File: src/rtl/tile_fetch_collector_pkg.sv
// Shared definitions for the tile fetch/write/collect datapath.
// Bank-state encodings are common to the fetch, write and collect blocks.
// Helpers here are pure functions with no state.
package tile_fetch_collector_pkg;

  typedef enum logic [1:0] {
    BANK_EMPTY   = 2'b00,
    BANK_FILLING = 2'b01,
    BANK_FULL    = 2'b10
  } bank_state_t;

  // Width of one assembled tile in bits.
  function automatic int tile_width(input int num_words, input int word_width);
    return num_words * word_width;
  endfunction

endpackage

File: src/rtl/tile_fetch_collector_if.sv
// Bus between BRAM/fetch side, collector and tile consumer.
// master = collector side, slave = environment (BRAM + consumer).
// tile_valid/tile_ready is a plain valid/ready handshake.
interface tile_fetch_collector_if
  import tile_fetch_collector_pkg::*;
#(
  parameter int NUM_FETCHES_PER_TILE = 2,
  parameter int DATA_WIDTH           = 32,
  parameter int CNT_WIDTH            = 16
);
  localparam int TILE_W = tile_width(NUM_FETCHES_PER_TILE, DATA_WIDTH);

  logic                  bram_en;
  logic [DATA_WIDTH-1:0] bram_rdata;
  logic                  fill_ready;
  logic                  tile_valid;
  logic                  tile_ready;
  logic [TILE_W-1:0]     tile_data;
  logic [CNT_WIDTH-1:0]  tile_count;
  logic                  overflow_err;

  modport master (
    input  bram_en, bram_rdata, tile_ready,
    output fill_ready, tile_valid, tile_data, tile_count, overflow_err
  );

  modport slave (
    output bram_en, bram_rdata, tile_ready,
    input  fill_ready, tile_valid, tile_data, tile_count, overflow_err
  );

endinterface

File: src/rtl/tile_fetch_collector_rd_latency_pipe.sv
// Delays the BRAM read strobe to line up with returned read data.
// Latency: READ_LATENCY cycles from en to word_vld.
// No backpressure; busy flags any strobe still in flight.
module rd_latency_pipe
  import tile_fetch_collector_pkg::*;
#(
  parameter int READ_LATENCY = 1
) (
  input  logic clk,
  input  logic rst_n,
  input  logic flush,
  input  logic en,
  output logic word_vld,
  output logic busy
);

  logic [READ_LATENCY-1:0] sr;

  // Shift the strobe one stage per cycle; reset/flush drops in-flight reads.
  always_ff @(posedge clk) begin
    if (!rst_n || flush) begin
      sr <= '0;
    end else begin
      sr[0] <= en;
      for (int i = 1; i < READ_LATENCY; i++) begin
        sr[i] <= sr[i-1];
      end
    end
  end

  assign word_vld = sr[READ_LATENCY-1];
  assign busy     = |sr;

endmodule

File: src/rtl/tile_fetch_collector.sv
// Assembles NUM_FETCHES_PER_TILE BRAM words into a tile using two ping-pong banks.
// Latency: tile_valid READ_LATENCY+1 cycles after the last bram_en.
// Backpressure: tile_ready low holds the tile; words with no free bank are dropped and flagged.
module tile_fetch_collector
  import tile_fetch_collector_pkg::*;
#(
  parameter int NUM_FETCHES_PER_TILE = 2,
  parameter int DATA_WIDTH           = 32,
  parameter int READ_LATENCY         = 1,
  parameter int CNT_WIDTH            = 16
) (
  input  logic                    clk,
  input  logic                    rst_n,
  input  logic                    flush,
  tile_fetch_collector_if.master  bus
);

  localparam int TILE_W = tile_width(NUM_FETCHES_PER_TILE, DATA_WIDTH);
  localparam int WC_W   = (NUM_FETCHES_PER_TILE > 1) ? $clog2(NUM_FETCHES_PER_TILE) : 1;
  localparam logic [WC_W-1:0] LAST_WORD = WC_W'(NUM_FETCHES_PER_TILE - 1);

  logic word_vld;
  logic pipe_busy;

  rd_latency_pipe #(
    .READ_LATENCY (READ_LATENCY)
  ) u_rd_latency_pipe (
    .clk      (clk),
    .rst_n    (rst_n),
    .flush    (flush),
    .en       (bus.bram_en),
    .word_vld (word_vld),
    .busy     (pipe_busy)
  );

  // Registered state.
  bank_state_t           bank_q   [2];
  logic [TILE_W-1:0]     data_q   [2];
  logic                  fill_ptr;
  logic                  rd_ptr;
  logic [WC_W-1:0]       word_cnt;
  logic [CNT_WIDTH-1:0]  count_q;
  logic                  ovf_q;
  logic                  valid_q;

  // Next-state values.
  bank_state_t           bank_nxt [2];
  logic [TILE_W-1:0]     data_nxt [2];
  logic                  fill_nxt;
  logic                  rd_nxt;
  logic [WC_W-1:0]       cnt_nxt;
  logic [CNT_WIDTH-1:0]  count_nxt;
  logic                  ovf_nxt;
  logic                  hs;

  // Handshake frees the read bank while capture independently fills the other one.
  always_comb begin
    bank_nxt  = bank_q;
    data_nxt  = data_q;
    fill_nxt  = fill_ptr;
    rd_nxt    = rd_ptr;
    cnt_nxt   = word_cnt;
    count_nxt = count_q;
    ovf_nxt   = ovf_q;
    hs        = valid_q && bus.tile_ready;

    if (hs) begin
      bank_nxt[rd_ptr] = BANK_EMPTY;
      rd_nxt           = ~rd_ptr;
      count_nxt        = count_q + CNT_WIDTH'(1);
    end

    // Fullness is judged on the current state, so a word racing a handshake
    // on the same bank is still treated as overflow.
    if (word_vld) begin
      if (bank_q[fill_ptr] == BANK_FULL) begin
        ovf_nxt = 1'b1;
      end else begin
        data_nxt[fill_ptr][word_cnt*DATA_WIDTH +: DATA_WIDTH] = bus.bram_rdata;
        if (word_cnt == LAST_WORD) begin
          bank_nxt[fill_ptr] = BANK_FULL;
          cnt_nxt            = '0;
          fill_nxt           = ~fill_ptr;
        end else begin
          bank_nxt[fill_ptr] = BANK_FILLING;
          cnt_nxt            = word_cnt + WC_W'(1);
        end
      end
    end
  end

  // State registers; flush has the same effect as reset.
  always_ff @(posedge clk) begin
    if (!rst_n || flush) begin
      bank_q[0] <= BANK_EMPTY;
      bank_q[1] <= BANK_EMPTY;
      data_q[0] <= '0;
      data_q[1] <= '0;
      fill_ptr  <= 1'b0;
      rd_ptr    <= 1'b0;
      word_cnt  <= '0;
      count_q   <= '0;
      ovf_q     <= 1'b0;
      valid_q   <= 1'b0;
    end else begin
      bank_q    <= bank_nxt;
      data_q    <= data_nxt;
      fill_ptr  <= fill_nxt;
      rd_ptr    <= rd_nxt;
      word_cnt  <= cnt_nxt;
      count_q   <= count_nxt;
      ovf_q     <= ovf_nxt;
      valid_q   <= (bank_nxt[rd_nxt] == BANK_FULL);
    end
  end

  assign bus.tile_valid   = valid_q;
  assign bus.tile_data    = data_q[rd_ptr];
  assign bus.tile_count   = count_q;
  assign bus.overflow_err = ovf_q;
  assign bus.fill_ready   = (bank_q[fill_ptr] == BANK_EMPTY) && (word_cnt == '0) && !pipe_busy;

endmodule

File: src/flat_wrapper.sv
// flat-port wrapper written by rule: the top's interface ports become plain ports
module tile_fetch_collector_flat import tile_fetch_collector_pkg::*;
#(
  parameter int NUM_FETCHES_PER_TILE = 2,
  parameter int DATA_WIDTH           = 32,
  parameter int READ_LATENCY         = 1,
  parameter int CNT_WIDTH            = 16
)
  (clk, rst_n, flush, bus_bram_en, bus_bram_rdata, bus_tile_ready, bus_fill_ready, bus_tile_valid, bus_tile_data, bus_tile_count, bus_overflow_err);
  tile_fetch_collector_if #(.NUM_FETCHES_PER_TILE(NUM_FETCHES_PER_TILE), .DATA_WIDTH(DATA_WIDTH), .CNT_WIDTH(CNT_WIDTH)) bus_i ();
  input  logic clk;
  input  logic rst_n;
  input  logic flush;
  input wire logic [$bits(bus_i.bram_en)-1:0] bus_bram_en;
  input wire logic [$bits(bus_i.bram_rdata)-1:0] bus_bram_rdata;
  input wire logic [$bits(bus_i.tile_ready)-1:0] bus_tile_ready;
  output wire logic [$bits(bus_i.fill_ready)-1:0] bus_fill_ready;
  output wire logic [$bits(bus_i.tile_valid)-1:0] bus_tile_valid;
  output wire logic [$bits(bus_i.tile_data)-1:0] bus_tile_data;
  output wire logic [$bits(bus_i.tile_count)-1:0] bus_tile_count;
  output wire logic [$bits(bus_i.overflow_err)-1:0] bus_overflow_err;
  assign bus_i.bram_en = bus_bram_en;
  assign bus_i.bram_rdata = bus_bram_rdata;
  assign bus_i.tile_ready = bus_tile_ready;
  assign bus_fill_ready = bus_i.fill_ready;
  assign bus_tile_valid = bus_i.tile_valid;
  assign bus_tile_data = bus_i.tile_data;
  assign bus_tile_count = bus_i.tile_count;
  assign bus_overflow_err = bus_i.overflow_err;
  tile_fetch_collector #(.NUM_FETCHES_PER_TILE(NUM_FETCHES_PER_TILE), .DATA_WIDTH(DATA_WIDTH), .READ_LATENCY(READ_LATENCY), .CNT_WIDTH(CNT_WIDTH)) u_core (.clk(clk), .rst_n(rst_n), .flush(flush), .bus(bus_i));
endmodule
File: config.mk
export PLATFORM = sky130hd
export DESIGN_NAME = tile_fetch_collector_flat
export DESIGN_NICKNAME = d
export VERILOG_FILES = /design/src/rtl/tile_fetch_collector_pkg.sv /design/src/rtl/tile_fetch_collector_if.sv /design/src/rtl/tile_fetch_collector_rd_latency_pipe.sv /design/src/rtl/tile_fetch_collector.sv /design/src/flat_wrapper.sv
export SDC_FILE = /design/constraint.sdc
export NUM_CORES = 1
export LEC_CHECK = 0
export BUFFER_PORTS_ARGS = -buffer_cell sky130_fd_sc_hd__buf_4
export CORE_MARGIN = 2
export CORE_UTILIZATION = 55
export DETAILED_ROUTE_END_ITERATION = 10
export PLACE_DENSITY = 0.82
export RECOVER_POWER = 25
export SETUP_SLACK_MARGIN = 0.2
export SYNTH_ARGS = -nofsm -noshare
export SYNTH_HDL_FRONTEND = slang
export SYNTH_SLANG_ARGS = --single-unit
File: constraint.sdc
create_clock -name clk -period 1.8 [get_ports clk]
set_input_delay 0.18 -clock clk [delete_from_list [all_inputs] [get_ports clk]]
set_output_delay 0.18 -clock clk [all_outputs]
set_load 0.03 [all_outputs]
==> metrics.md <==
| Metric | Value |
|---|---|
| Max VDD drop | 0.000627 V |
| Synthesized area per cell | 8.26 sq um |
| First-pass GRT wire length | 25700 microns |
| Initial antenna violation count | 0 |
| Status | finished clean |
| Final setup vio count | 0 |
| Hpwl dp | 9770 microns |
| Worst setup EP type | output pin |
| Core Util, Final | 71.0% |
| Register bit total from synthesis | 154 |
| Pre-CTS setup slack | 0.232 ns |
| Clk_skew | 0.00938 ns |
| Crit path launch type | flop |
| TritonCTS Buffers | 17 |
| Fmax achieved | 574 MHz |
| Final max-slew violation count | 0 |
| Leakage power total | 2.93 nW |
| Setup TNS | 0 ns |
| Tcrit/Tclk final | 96.9% |
| Final-report hold violation count | 0 |
| DP Area | 0.00742 sq mm |
| DRT Pass-1 Iters | 5 |
| Chip height | 111 microns |
| DR vias | 5595 |
| Routability-driven placement congestion ratio | 0.798 |
| Int Power | 6.07 mW |
| Crit Path Max Fanout | 10 |
| Yosys warns | 0 |
| Post-route insts no fill | 1030 |
| Chip Width | 111 microns |
| Arrival @ worst endpoint | 1.56 ns |
| Area growth, synth to finish | 26.9% |
| Vias in the first global route | 5357 |
| Crit-path slowest cell | dfxtp_4 |
| Final wirelength | 15600 microns |
| Largest stage delay on the critical path | 0.41 ns |
| Rel. slew slack | 50.6% |
| Clk pwr share | 51.5% |
| Final min period | 1.74 ns |
| Post-route ant nets | 0 |
| All-Layer GR Usage | 25.1% |
| Worst EP required | 1.62 ns |
| Worst-Margin Slew | 0.741 ns |
| Routed WL per cell | 15.1 microns |
| Worst path most repeated cell | buf_4 |
| I/O pin cnt | 120 |
| Reg2reg setup slack | 0.14 ns |
| Placed insts | 996 |
| Total power | 7.66 mW |
| Worst min path class | input port to flop |
| CTS tree | built |
| Layout cells sized above 1 | 26.6% |
| I/O Buffers | 119 |
| CP Cell Sequence | buf_4, mux2_2, buf_4 |
| Final hold slack | 0.0371 ns |
| Mapped Nets | 805 |
| Logic gate share of total power | 3.7% |
| WS Path Type | flop to output pin |
| Synth Instances | 767 |
| Nets | 912 |
| DRC Markers | 0 |
| Total core area | 0.0113 sq mm |
| Initial Util | 56.0% |
| Design area | 0.00804 sq mm |
| GRT overflow | 0 |
| Crit path max-delay family | flip-flops |
| Via-to-Cell Ratio | 5.43 |
| Mapped cell area | 0.00634 sq mm |
| Num rows | 39 |
| Part of the Yosys area used for sequential elements | 48.7% |
| Final antenna diode count | 0 |
| Buf/Inv on CP | 2 |
| Largest net degree at the start of global routing | 45 |
| Post-synthesis cell type count | 34 |
| Switching Fraction | 20.7% |
| Clock Sink Count | 154 |
| Clk slew on worst S/H paths | 0.06 ns |
| Max_cap viols | 0 |
| Die ar. | 0.0124 sq mm |
| RSZ-0062 raised after global routing | yes |
| Power Dens Cells | 952 mW/mm^2 |
| Psw | 1.59 mW |
| Max H-tree Level | 4 |
| Clk root buf | clkbuf_16 |
| Max Root-Sink Buffers | 2 |
| Worst setup slack after layout | 0.0563 ns |
| Clock Latency Late Sink | 0.41 ns |
| DR iter-0 viols | 401 |
| Flop pwr share | 44.8% |
cell type report:
cell class                      count  area, sq um
Tap cell                          143          179
Inverter                            2         7.51
Fill cell                         914         3280
Clock inverter                     13          214
Sequential cell                   154         3100
Clock buffer                       19          453
Timing Repair Buffer              144         1070
Multi-Input combinational cell    555         3020
cells in the mapped netlist (all sizes together):
library cell    n  area (sq um)
a211oi          2          15.0
a21oi         139           696
a311oi          1          8.76
a31o            1          8.76
a31oi           1          6.26
and2b           1          7.51
and3            2          12.5
and4            4          35.0
and4b           1          10.0
buf            34           184
clkbuf         22          82.6
dfxtp         154          3080
ha              1          12.5
inv             2          7.51
mux2           64           721
nand2         264           991
nand2b          4          25.0
nand3           6          30.0
nand3b          1          7.51
nand4           8          65.1
nand4b          1          8.76
nor2           19          71.3
nor2b           2          12.5
nor3            6          35.0
nor4            3          18.8
o211ai          3          22.5
o21ai           4          20.0
or3             4          25.0
xnor2           6          52.6
xor2            7          61.3
sequential cells by signal, summed over array words and instances (netlist names):
signal	cells
u_core.bus.tile_count	16
u_core.u_rd_latency_pipe.busy	1
u_core.bank_q	4
u_core.data_q	128
u_core.rd_ptr	1
u_core.bus.tile_valid	1
u_core.word_cnt	1
u_core.fill_ptr	1
u_core.bus.overflow_err	1
worst paths after layout:
path | from | endpoint | depth (start not counted)
setup / recovery | u_core.rd_ptr | bus_tile_data[30] | 3
setup reg to reg | u_core.fill_ptr | u_core.data_q[108] | 6
hold / removal | bus_bram_rdata[8] | u_core.data_q[40] | 3
hold reg to reg | u_core.data_q[56] | u_core.data_q[56] | 2
cell families (layout without fill, tap and decap cells):
| kind of cell | count (synthesis) | in the layout | synth area share, % |
|---|---|---|---|
| fa+ha+maj | 1 | 1 | 0.197 |
| mux | 64 | 64 | 11.4 |
| buf+inv | 58 | 178 | 4.32 |
| simple gates | 326 | 326 | 21.4 |
| flops | 154 | 154 | 48.7 |
| xor+xnor | 13 | 13 | 1.80 |
| compound gates | 151 | 151 | 12.3 |
layout by cell type, fill, tap and decap left out, types with 3 or more instances in the layout:
cell        instances
nor3_1              3
clkbuf_2            5
o211ai_1            3
or3_1               4
nand2b_1            3
clkinvlp_4          5
o21ai_0             4
a21oi_1           139
dfxtp_4             3
nand4_1             7
nand2_1           264
dfxtp_1           150
mux2_2             64
clkbuf_16          17
bufinv_16           5
clkbuf_1           18
buf_12              5
xor2_1              7
buf_4             112
nand3_1             6
and4_1              3
nor2_1             19
xnor2_1             6
nor4_2              3
power by group through the flow:
| stage | sequential, mW | clock (mW) | combinational [mW] |
|---|---|---|---|
| 2_1_floorplan | 3.50 | 0 | 0.133 |
| 3_3_place_gp | 3.50 | 0 | 0.282 |
| 3_5_place_dp | 3.50 | 0 | 0.283 |
| 4_1_cts | 3.43 | 3.99 | 0.288 |
| 5_1_grt | 3.43 | 4.17 | 0.305 |
| 6_report | 3.43 | 3.95 | 0.284 |
what timing repair did:
item | 4_1_cts | 5_1_grt
setup buffers | 1 | 0
cloned | 0 | 0
pin swaps | 1 | 1
gates resized for setup | 3 | 12
hold buffers | 1 | 0
setup endpoints to repair | 66 | 123
endpoints found under the hold margin | 1 | 0
worst min-delay path, delay by kind of cell:
family	cells	cell delay (ns)
AND/OR/NAND/NOR	1	0.05
buffers and inverters	1	0.12
AO/OA/AOI/OAI	1	0.05
metal layers:
| metal | vias to the layer above | GRT usage [%] | wire length (microns) | share of wire, % |
|---|---|---|---|---|
| li1 | 2777 | - | - | - |
| met1 | 2629 | 32.2 | 6840 | 44 |
| met2 | 167 | 42.6 | 7710 | 50 |
| met3 | 22 | 5.06 | 757 | 4.9 |
| met4 | 0 | 8.23 | 265 | 1.7 |
| met5 | - | 0 | 0 | 0 |
No activity file was read; power rests on OpenSTA's default activity.
